### src/rtl/keypad_entry.sv
// 4x4 matrix keypad scanner with per-key debounce and a three-digit decimal entry.
// Digits build up a pending number; enter converts it to an 8-bit value, or flags err when it exceeds 255.
//
// state   | meaning
// IDLE    | no key accepted; waiting for a scan with exactly one key down
// PRESS   | candidate key seen; counting agreeing scans before accepting it
// HELD    | key accepted and press emitted; waiting for an empty scan
// RELEASE | empty scans seen; counting them before re-arming
module keypad_entry #(
  parameter int SCAN_DIV       = 1000,
  parameter int DEBOUNCE_SCANS = 4
) (
  input  logic       clk,
  input  logic       rst_n,
  input  logic [3:0] col,
  output logic [3:0] row,
  output logic [7:0] value,
  output logic       value_valid,
  output logic [9:0] pending,
  output logic [1:0] digits,
  output logic       err
);

  localparam int CW = (SCAN_DIV > 1) ? $clog2(SCAN_DIV) : 1;
  localparam int SW = $clog2(DEBOUNCE_SCANS + 1);
  localparam logic [CW-1:0] CNT_LAST  = CW'(SCAN_DIV - 1);
  localparam logic [SW-1:0] STAB_ONE  = SW'(1);
  localparam logic [SW-1:0] STAB_DONE = SW'(DEBOUNCE_SCANS);
  localparam logic [3:0] CODE_CLEAR = 4'd12;
  localparam logic [3:0] CODE_ENTER = 4'd14;

  typedef enum logic [1:0] {IDLE, PRESS, HELD, RELEASE} state_t;

  logic [CW-1:0] cnt;
  logic [1:0]    row_idx;
  logic [1:0]    acc_cnt;
  logic [3:0]    acc_code;
  logic [2:0]    low_cnt;
  logic [1:0]    low_pos;
  logic [2:0]    sum_cnt;
  logic [1:0]    scan_cnt;
  logic [3:0]    scan_code;
  logic          sample;
  logic          scan_end;
  logic          key_valid;

  state_t        state;
  logic [3:0]    cand;
  logic [SW-1:0] stab;
  logic [SW-1:0] stab_inc;
  logic          press_vld;
  logic [3:0]    press_code;
  logic          is_digit;
  logic [3:0]    digit;

  // Key code is {row, col}; the scan result counts low keys, saturating at two.
  always_comb begin
    low_cnt = 3'd0;
    low_pos = 2'd0;
    for (int c = 0; c < 4; c++) begin
      if (!col[c]) begin
        low_cnt = low_cnt + 3'd1;
        low_pos = 2'(c);
      end
    end
    sum_cnt   = {1'b0, acc_cnt} + low_cnt;
    scan_cnt  = (sum_cnt >= 3'd2) ? 2'd2 : sum_cnt[1:0];
    scan_code = (low_cnt == 3'd1) ? {row_idx, low_pos} : acc_code;
  end

  assign sample    = (cnt == CNT_LAST);
  assign scan_end  = sample && (row_idx == 2'd3);
  assign key_valid = (scan_cnt == 2'd1);
  assign stab_inc  = stab + STAB_ONE;

  always_ff @(posedge clk) begin
    if (!rst_n) begin
      cnt      <= '0;
      row_idx  <= 2'd0;
      row      <= 4'b1110;
      acc_cnt  <= 2'd0;
      acc_code <= 4'd0;
    end else if (sample) begin
      cnt     <= '0;
      row_idx <= row_idx + 2'd1;
      row     <= ~(4'b0001 << (row_idx + 2'd1));
      if (scan_end) begin
        acc_cnt  <= 2'd0;
        acc_code <= 4'd0;
      end else begin
        acc_cnt  <= scan_cnt;
        acc_code <= scan_code;
      end
    end else begin
      cnt <= cnt + CW'(1);
    end
  end

  always_ff @(posedge clk) begin
    if (!rst_n) begin
      state      <= IDLE;
      cand       <= 4'd0;
      stab       <= '0;
      press_vld  <= 1'b0;
      press_code <= 4'd0;
    end else begin
      press_vld <= 1'b0;
      if (scan_end) begin
        case (state)
          IDLE: if (key_valid) begin
            cand <= scan_code;
            stab <= STAB_ONE;
            if (STAB_ONE == STAB_DONE) begin
              state      <= HELD;
              press_vld  <= 1'b1;
              press_code <= scan_code;
            end else begin
              state <= PRESS;
            end
          end
          PRESS: if (key_valid && scan_code == cand) begin
            if (stab_inc == STAB_DONE) begin
              state      <= HELD;
              press_vld  <= 1'b1;
              press_code <= cand;
            end else begin
              stab <= stab_inc;
            end
          end else begin
            state <= IDLE;
          end
          HELD: if (!key_valid) begin
            stab  <= STAB_ONE;
            state <= (STAB_ONE == STAB_DONE) ? IDLE : RELEASE;
          end
          RELEASE: if (!key_valid) begin
            if (stab_inc == STAB_DONE) state <= IDLE;
            else stab <= stab_inc;
          end else begin
            state <= HELD;
          end
          default: state <= IDLE;
        endcase
      end
    end
  end

  always_comb begin
    is_digit = 1'b1;
    digit    = 4'd0;
    case (press_code)
      4'd0:  digit = 4'd1;
      4'd1:  digit = 4'd2;
      4'd2:  digit = 4'd3;
      4'd4:  digit = 4'd4;
      4'd5:  digit = 4'd5;
      4'd6:  digit = 4'd6;
      4'd8:  digit = 4'd7;
      4'd9:  digit = 4'd8;
      4'd10: digit = 4'd9;
      4'd13: digit = 4'd0;
      default: is_digit = 1'b0;
    endcase
  end

  // pending stays <= 99 whenever a digit is appended, so the x10 cannot overflow.
  always_ff @(posedge clk) begin
    if (!rst_n) begin
      value       <= 8'd0;
      value_valid <= 1'b0;
      pending     <= 10'd0;
      digits      <= 2'd0;
      err         <= 1'b0;
    end else begin
      value_valid <= 1'b0;
      if (press_vld) begin
        if (press_code == CODE_CLEAR) begin
          pending <= 10'd0;
          digits  <= 2'd0;
          err     <= 1'b0;
        end else if (press_code == CODE_ENTER) begin
          if (digits != 2'd0) begin
            if (pending <= 10'd255) begin
              value       <= pending[7:0];
              value_valid <= 1'b1;
              err         <= 1'b0;
            end else begin
              err <= 1'b1;
            end
            pending <= 10'd0;
            digits  <= 2'd0;
          end
        end else if (is_digit && digits != 2'd3) begin
          pending <= (pending << 3) + (pending << 1) + {6'd0, digit};
          digits  <= digits + 2'd1;
        end
      end
    end
  end

endmodule

### config.mk
export PLATFORM = sky130hd
export DESIGN_NAME = keypad_entry
export DESIGN_NICKNAME = d
export VERILOG_FILES = /design/src/rtl/keypad_entry.sv
export SDC_FILE = /design/constraint.sdc
export NUM_CORES = 1
export LEC_CHECK = 0
export BUFFER_PORTS_ARGS = -buffer_cell sky130_fd_sc_hd__buf_2
export CAP_MARGIN = 10
export CORE_MARGIN = 5
export CORE_UTILIZATION = 57
export CTS_CLUSTER_DIAMETER = 80
export CTS_CLUSTER_SIZE = 40
export DETAILED_ROUTE_END_ITERATION = 12
export PLACE_DENSITY = 0.84
export SLEW_MARGIN = 20
export SYNTH_ARGS = -nofsm -noshare
export SYNTH_HDL_FRONTEND = slang
export SYNTH_SLANG_ARGS = --single-unit
### constraint.sdc
create_clock -name clk -period 9.1 [get_ports clk]
set_input_delay 0.455 -clock clk [delete_from_list [all_inputs] [get_ports clk]]
set_output_delay 0.455 -clock clk [all_outputs]
set_load 0.005 [all_outputs]
==> results_dict.tcl, run 1 <==
set metrics [dict create \
    status "finished clean" \
    drc 0 \
    ys_ff_latch 58 \
    yosys.area.top_type_share_pct 34.1 \
    slew_violations 0 \
    ys_types 64 \
    power.switching_mw 0.136 \
    worstSkewPairLatency_ns 0.34 \
    gr-total-overflow 0 \
    setup_violations 0 \
    cts_root_buffer "clkbuf_8" \
    period_share_pct 44.0 \
    synth_edf_count 0 \
    layout_setup_ws_ns 5.09 \
    async_flop_share_pct 0 \
    cts_setup_buffers 0 \
    p_comb_share_pct 8.4 \
    hpwlAfterDp_mm 5.23 \
    first_global_vias 2704 \
    syn_to_final_growth_pct 12.6 \
    final_hold_viol_count 0 \
    io_buffers 31 \
    crit_chain "buf_2 > inv_1 > ha_1 > xnor2_4 > xor2_1 > inv_1 > ha_1 > fa_1 > xnor3_1 > nor3b_4 > o221a_2 > nand3_4 > nor4_4 > mux2i_1 > nor2_1" \
    nets 451 \
    tightestPinTransition_ns 0.685 \
    peakVddDrop_v 0.000129 \
    dr.pass1.iters 7 \
    cts_buffer_depth 2 \
    gp_congestion 0.880 \
    cts_resized 0 \
    ios 32 \
    coreArea_um2 5850 \
    grtUsageTotal_pct 20.4 \
    numCtsBuffers 9 \
    cts_htree_levels 3 \
    nFillCells 492 \
    swShare_pct 22.6 \
    worst_hold_path_type "input port to flop" \
    grt_antenna_before_repair 0 \
    clk_pin_slew_ns 0.07 \
    worst_clock_skew_ns 0.00836 \
    fin_crit_ns 4.01 \
    powerDensity_nw_per_um2 157 \
    die_w_um 87.2 \
    synth_area_um2 3400 \
    synthTopCellsByArea "dfxtp_1, ha_1, nor2_1, mux2i_1, a21oi_1" \
    ctsHoldBuffers 0 \
    vias_per_cell 5.75 \
    total_power_mw 0.600 \
    worstSetupEndpointType "flop" \
    slew_headroom_pct 54.2 \
    synth_most_common_cell "dfxtp_1" \
    p_leak_nw 1.63 \
    start_util_pct 58.1 \
    worstPathArrival_ns 4.22 \
    post_drt_wl_per_cell_um 14.4 \
    ff2ff_setup_slack_ns 6.11 \
    fin_cells 495 \
    clock-sinks 58 \
    rsz0062_at_grt "false" \
    drt_iter0_markers 184 \
    drtAntennaViolNets 0 \
    path_class "input port to flop" \
    num_rows 28 \
    syn_nets 424 \
    setup-tns-final_ns 0 \
    layout-drive-gt1-share_pct 14.3 \
    placed_cells 479 \
    yosys.area.top_type "dfxtp_1" \
    power.share.sequential_pct 42.7 \
    cp_max_fo 8 \
    ys_seq_area_share_pct 34.1 \
    syn_inst 388 \
    cpPeakStageDelay_ns 0.43 \
    tritoncts "yes" \
    critPathLaunchType "input port" \
    place_ws_ns 4.73 \
    maxCapViolCount 0 \
    routed_wl_mm 7.13 \
    p_int_mw 0.464 \
    grt_max_degree 32 \
    slowest_stage "ha_1" \
    syn_avg_cell_area_um2 8.76 \
    dieArea_um2 7610 \
    synth_common_cells "dfxtp_1, nor2_1, nand2_1" \
    vias 2848 \
    yosys_warnings 0 \
    p_clk_share_pct 48.9 \
    antenna_cells 0 \
    die_h_um 87.2 \
    max_clock_freq_mhz 249 \
    synth_top_flop_cell "dfxtp_1" \
    grt_pass1_wl_mm 12.4 \
    required_ns 9.31 \
]
[layer usage]
metal	vias up	global-route usage [%]	wire length [um]	part of all wire (%)
met2	70	32.8	3360	47
met5	-	0	0	0
met3	11	5.20	383	5.4
li1	1423	-	-	-
met1	1344	25.8	3280	46
met4	0	8.51	102	1.4
[critical path, delay by kind of cell]
family	cells	cell delay [ns]
AOI/OAI and AO/OA	1	0.29
adders and majority gates	3	1.06
and+or+nand+nor	4	0.89
buffers and inverters	3	0.27
xor gates and xnor gates	3	0.99
muxes	1	0.25
[state kept, by name, indices dropped and copies added (netlist names)]
| register | cells |
|---|---|
| cand | 4 |
| digits | 2 |
| acc_code | 4 |
| row | 4 |
| row_idx | 2 |
| press_code | 4 |
| state | 2 |
| press_vld | 1 |
| acc_cnt | 2 |
| value | 8 |
| err | 1 |
| stab | 3 |
| value_valid | 1 |
| pending | 10 |
| cnt | 10 |
[metrics by stage]
step / hold WS, ns / area (um^2) / utilization [%]
global placement: 0.449 / 3580 / 61.3
CTS: 0.448 / 3830 / 65.4
global route: 0.470 / 3830 / 65.4
detailed placement: 0.467 / 3580 / 61.3
finish: 0.462 / 3830 / 65.4
floorplan: 0.430 / 3400 / -
[kinds of logic (layout without fill, tap and decap cells)]
group	after synthesis	count (layout)	share of synthesized area, %
DFF	58	58	34.1
muxes	17	17	5.00
adders and majority gates	30	30	11.7
xor gates and xnor gates	21	21	6.59
buffers and inverters	39	71	4.78
and+or+nand+nor	142	142	22.2
AOI/OAI and AO/OA	81	81	15.6
[layout make-up]
cell class | instances | area (um^2) | share of cell area [%]
clock buffers | 12 | 145 | 3.79
clock inverters | 4 | 98.8 | 2.58
inverters | 22 | 82.6 | 2.16
multi-input cells | 291 | 2080 | 54.2
flip-flops and latches | 58 | 1160 | 30.3
well taps | 75 | 93.8 | 2.45
repair buffers | 33 | 170 | 4.44
[worst paths after layout]
kind                                    from                          to  depth (start not counted)
setup / recovery                      col[0]  press_code[1]$_SDFFE_PN0P_                         15
hold / removal                         rst_n         row[1]$_SDFFE_PN1P_                          2
setup reg to reg  press_code[1]$_SDFFE_PN0P_     pending[9]$_SDFFE_PN0P_                         11
hold reg to reg            cnt[0]$_SDFF_PP0_           cnt[0]$_SDFF_PP0_                          1
[power groups by stage]
stage / Sequential [mW] / Combinational [mW] / Clock (mW)
after floorplan: 0.262 / 0.0413 / 0
after CTS: 0.256 / 0.0500 / 0.300
after global routing: 0.256 / 0.0553 / 0.313
after global placement: 0.262 / 0.0480 / 0
after detailed placement: 0.262 / 0.0499 / 0
final: 0.256 / 0.0502 / 0.293
[cell usage in the layout, fill, tap and decap left out, types with 3 or more instances in the layout]
cell / n
dfxtp_1: 58
nor2_1: 47
nand2_1: 32
buf_2: 31
a21oi_1: 28
ha_1: 27
inv_1: 20
nand3_1: 17
mux2i_1: 17
o21ai_0: 12
xor2_1: 11
nand2b_1: 10
clkbuf_8: 10
xnor2_1: 7
nor3_1: 5
a22oi_1: 5
a21o_1: 4
and3_1: 4
nor4_1: 4
o211ai_1: 4
o31ai_1: 3
or3_1: 3
a32oi_1: 3
o21bai_1: 3
fa_1: 3
bufinv_16: 3
Note: power is estimated with default switching activity, not from simulation.
==> run 2, diff against run 1 <==
--- a/config.mk
+++ b/config.mk
@@ -8,7 +8,7 @@
 export BUFFER_PORTS_ARGS = -buffer_cell sky130_fd_sc_hd__buf_2
 export CAP_MARGIN = 10
 export CORE_MARGIN = 5
-export CORE_UTILIZATION = 57
+export CORE_UTILIZATION = 54
 export CTS_CLUSTER_DIAMETER = 80
 export CTS_CLUSTER_SIZE = 40
 export DETAILED_ROUTE_END_ITERATION = 12
==> constraint.sdc (replaced) <==
create_clock -name clk -period 3.57 [get_ports clk]
set_input_delay 0.1785 -clock clk [delete_from_list [all_inputs] [get_ports clk]]
set_output_delay 0.1785 -clock clk [all_outputs]
set_load 0.005 [all_outputs]
==> run 2 against run 1 <==
Compared with the run above:
- count of clock-buffer cells in the layout stayed put
- non-clock buffer count is 7 higher
- register-to-register slack worse by 5.5 ns
- sequential cell count stayed put
- wire length is 4.2% higher
- sequential share of layout area hardly changed
- critical path depth is 1 higher
- largest power group is now sequential cells
- critical endpoint is now stab[2]$_SDFFE_PN0P_
- first-iteration DRC count is 25% higher
==> results_dict.tcl, run 2 (synthesized netlist as in run 1, its figures left out) <==
set metrics [dict create \
    gp_congestion 0.866 \
    r2r_start "press_code[0]$_SDFFE_PN0P_" \
    cpPeakStageDelay_ns 0.43 \
    nFillCells 528 \
    layout-drive-gt1-share_pct 15.5 \
    final_cell_mix "dfxtp_1, nor2_1, nand2_1, buf_2, a21oi_1" \
    period_share_pct 91.4 \
    max_clock_freq_mhz 306 \
    required_ns 3.78 \
    drt_iter0_markers 230 \
    grt_pass1_wl_mm 12.4 \
    placed_cells 488 \
    numCtsBuffers 9 \
    coreArea_um2 6240 \
    final_area_um2 3820 \
    start_util_pct 54.5 \
    ios 32 \
    status "finished clean" \
    final_core_util_pct 61.3 \
    cp_max_fo 6 \
    met1_usage_pct 23.8 \
    worstSetupEndpointType "flop" \
    p_leak_nw 1.63 \
    vias 2931 \
    rsz0062_at_grt "false" \
    cts_setup_buffers 0 \
    hpwlAfterDp_mm 5.49 \
    io_buffers 31 \
    grt_antenna_before_repair 0 \
    worst_hold_path_type "input port to flop" \
    dr.pass1.iters 4 \
    grtUsageMet2_pct 34.0 \
    fin_crit_ns 3.26 \
    clock-sinks 58 \
    layout_setup_ws_ns 0.306 \
    cpLargestDelayFamily "compound AO/OA/AOI/OAI gates" \
    final_hold_viol_count 0 \
    routed_wl_mm 7.43 \
    cts_root_buffer "clkbuf_8" \
    worstSkewPairLatency_ns 0.34 \
    peakVddDrop_v 0.000204 \
    hold_path.startpoint "rst_n" \
    cts_htree_levels 3 \
    grtUsageTotal_pct 19.8 \
    die_w_um 89.4 \
    first_global_vias 2784 \
    drc 0 \
    worst_clock_skew_ns 0.00626 \
    slew_violations 0 \
    vias_per_cell 5.83 \
    clk_pin_slew_ns 0.06 \
    post_drt_wl_per_cell_um 14.8 \
    slowest_stage "xnor3_1" \
    drtAntennaViolNets 0 \
    top_usage_layer "met2" \
    grt_max_degree 37 \
    dieArea_um2 7990 \
    tightestPinTransition_ns 0.692 \
    layout_commonest_cell "dfxtp_1" \
    critPathLaunchType "input port" \
    grtUsageMet3_pct 3.32 \
    gr-total-overflow 0 \
    startpoint "col[0]" \
    setup_violations 0 \
    powerDensity_nw_per_um2 361 \
    whs_ns 0.175 \
    fin_cells 503 \
    cts_buffer_depth 2 \
    maxCapViolCount 0 \
    syn_to_final_growth_pct 12.5 \
    worstPathArrival_ns 3.47 \
    slew_headroom_pct 53.7 \
    top_regs "cnt (10), pending (10), value (8)" \
    critical_path_buf_inv_count 3 \
    setup-tns-final_ns 0 \
    cts_resized 0 \
    num_rows 29 \
    crit_chain "buf_2 > inv_1 > ha_1 > xnor2_4 > ha_1 > nor2_1 > a31o_2 > inv_2 > fa_1 > xnor3_1 > nor3b_4 > o221a_2 > nand3_4 > o31ai_1 > a31o_2 > a21oi_1" \
    die_h_um 89.4 \
    ctsHoldBuffers 0 \
    antenna_cells 0 \
    placed_area_um2 3640 \
    tritoncts "yes" \
    total_power_mw 1.38 \
    nets 458 \
    place_ws_ns -0.0579 \
    path_class "input port to flop" \
]
## run 2: cell count changes in the layout (fill, tap and decap cells not counted)
cell,before,now
clkinv_2,0,2
buf_4,2,9
bufinv_16,3,1
clkinv_4,1,0
## run 2: power by group
group,leakage (nW),internal (mW),switching [mW]
combinational,1.07,0.0594,0.0836
sequential,0.468,0.650,0.00287
clock,0.0962,0.335,0.248
total,1.63,1.04,0.334
## run 2: cell type report
cell class | instances | area, um^2 | area share, %
Multi-Input combinational cell | 291 | 2080 | 54.3
Sequential cell | 58 | 1160 | 30.4
Timing Repair Buffer | 40 | 223 | 5.82
Clock buffer | 12 | 145 | 3.79
Tap cell | 77 | 96.3 | 2.52
Inverter | 22 | 82.6 | 2.16
Clock inverter | 3 | 40.0 | 1.05
## run 2: final timing paths
check                       endpoint  cells past startpoint  slack [ns]
min reg2reg        cnt[0]$_SDFF_PP0_                      1        0.46
max             stab[2]$_SDFFE_PN0P_                     16        0.31
min              row[2]$_SDFFE_PN1P_                      2        0.18
max reg2reg  pending[9]$_SDFFE_PN0P_                     11        0.61
## run 2: layer usage
metal,vias to the layer above,share of wire [%],wire (um)
met2,74,51,3810
li1,1430,-,-
met3,15,3.9,290
met4,0,2.4,177
met5,-,0,0
met1,1412,42,3150
## run 2: worst reg2reg max path: stages, from the launching register on
cell and delay [ns]:
dfxtp_1 0.49, nand2b_1 0.16, a21oi_1 0.22, fa_1 0.46
ha_1 0.31, a21o_1 0.18, a21oi_1 0.22, o21bai_1 0.09
a21oi_1 0.25, o21bai_1 0.09, a21oi_1 0.19, o311ai_0 0.14
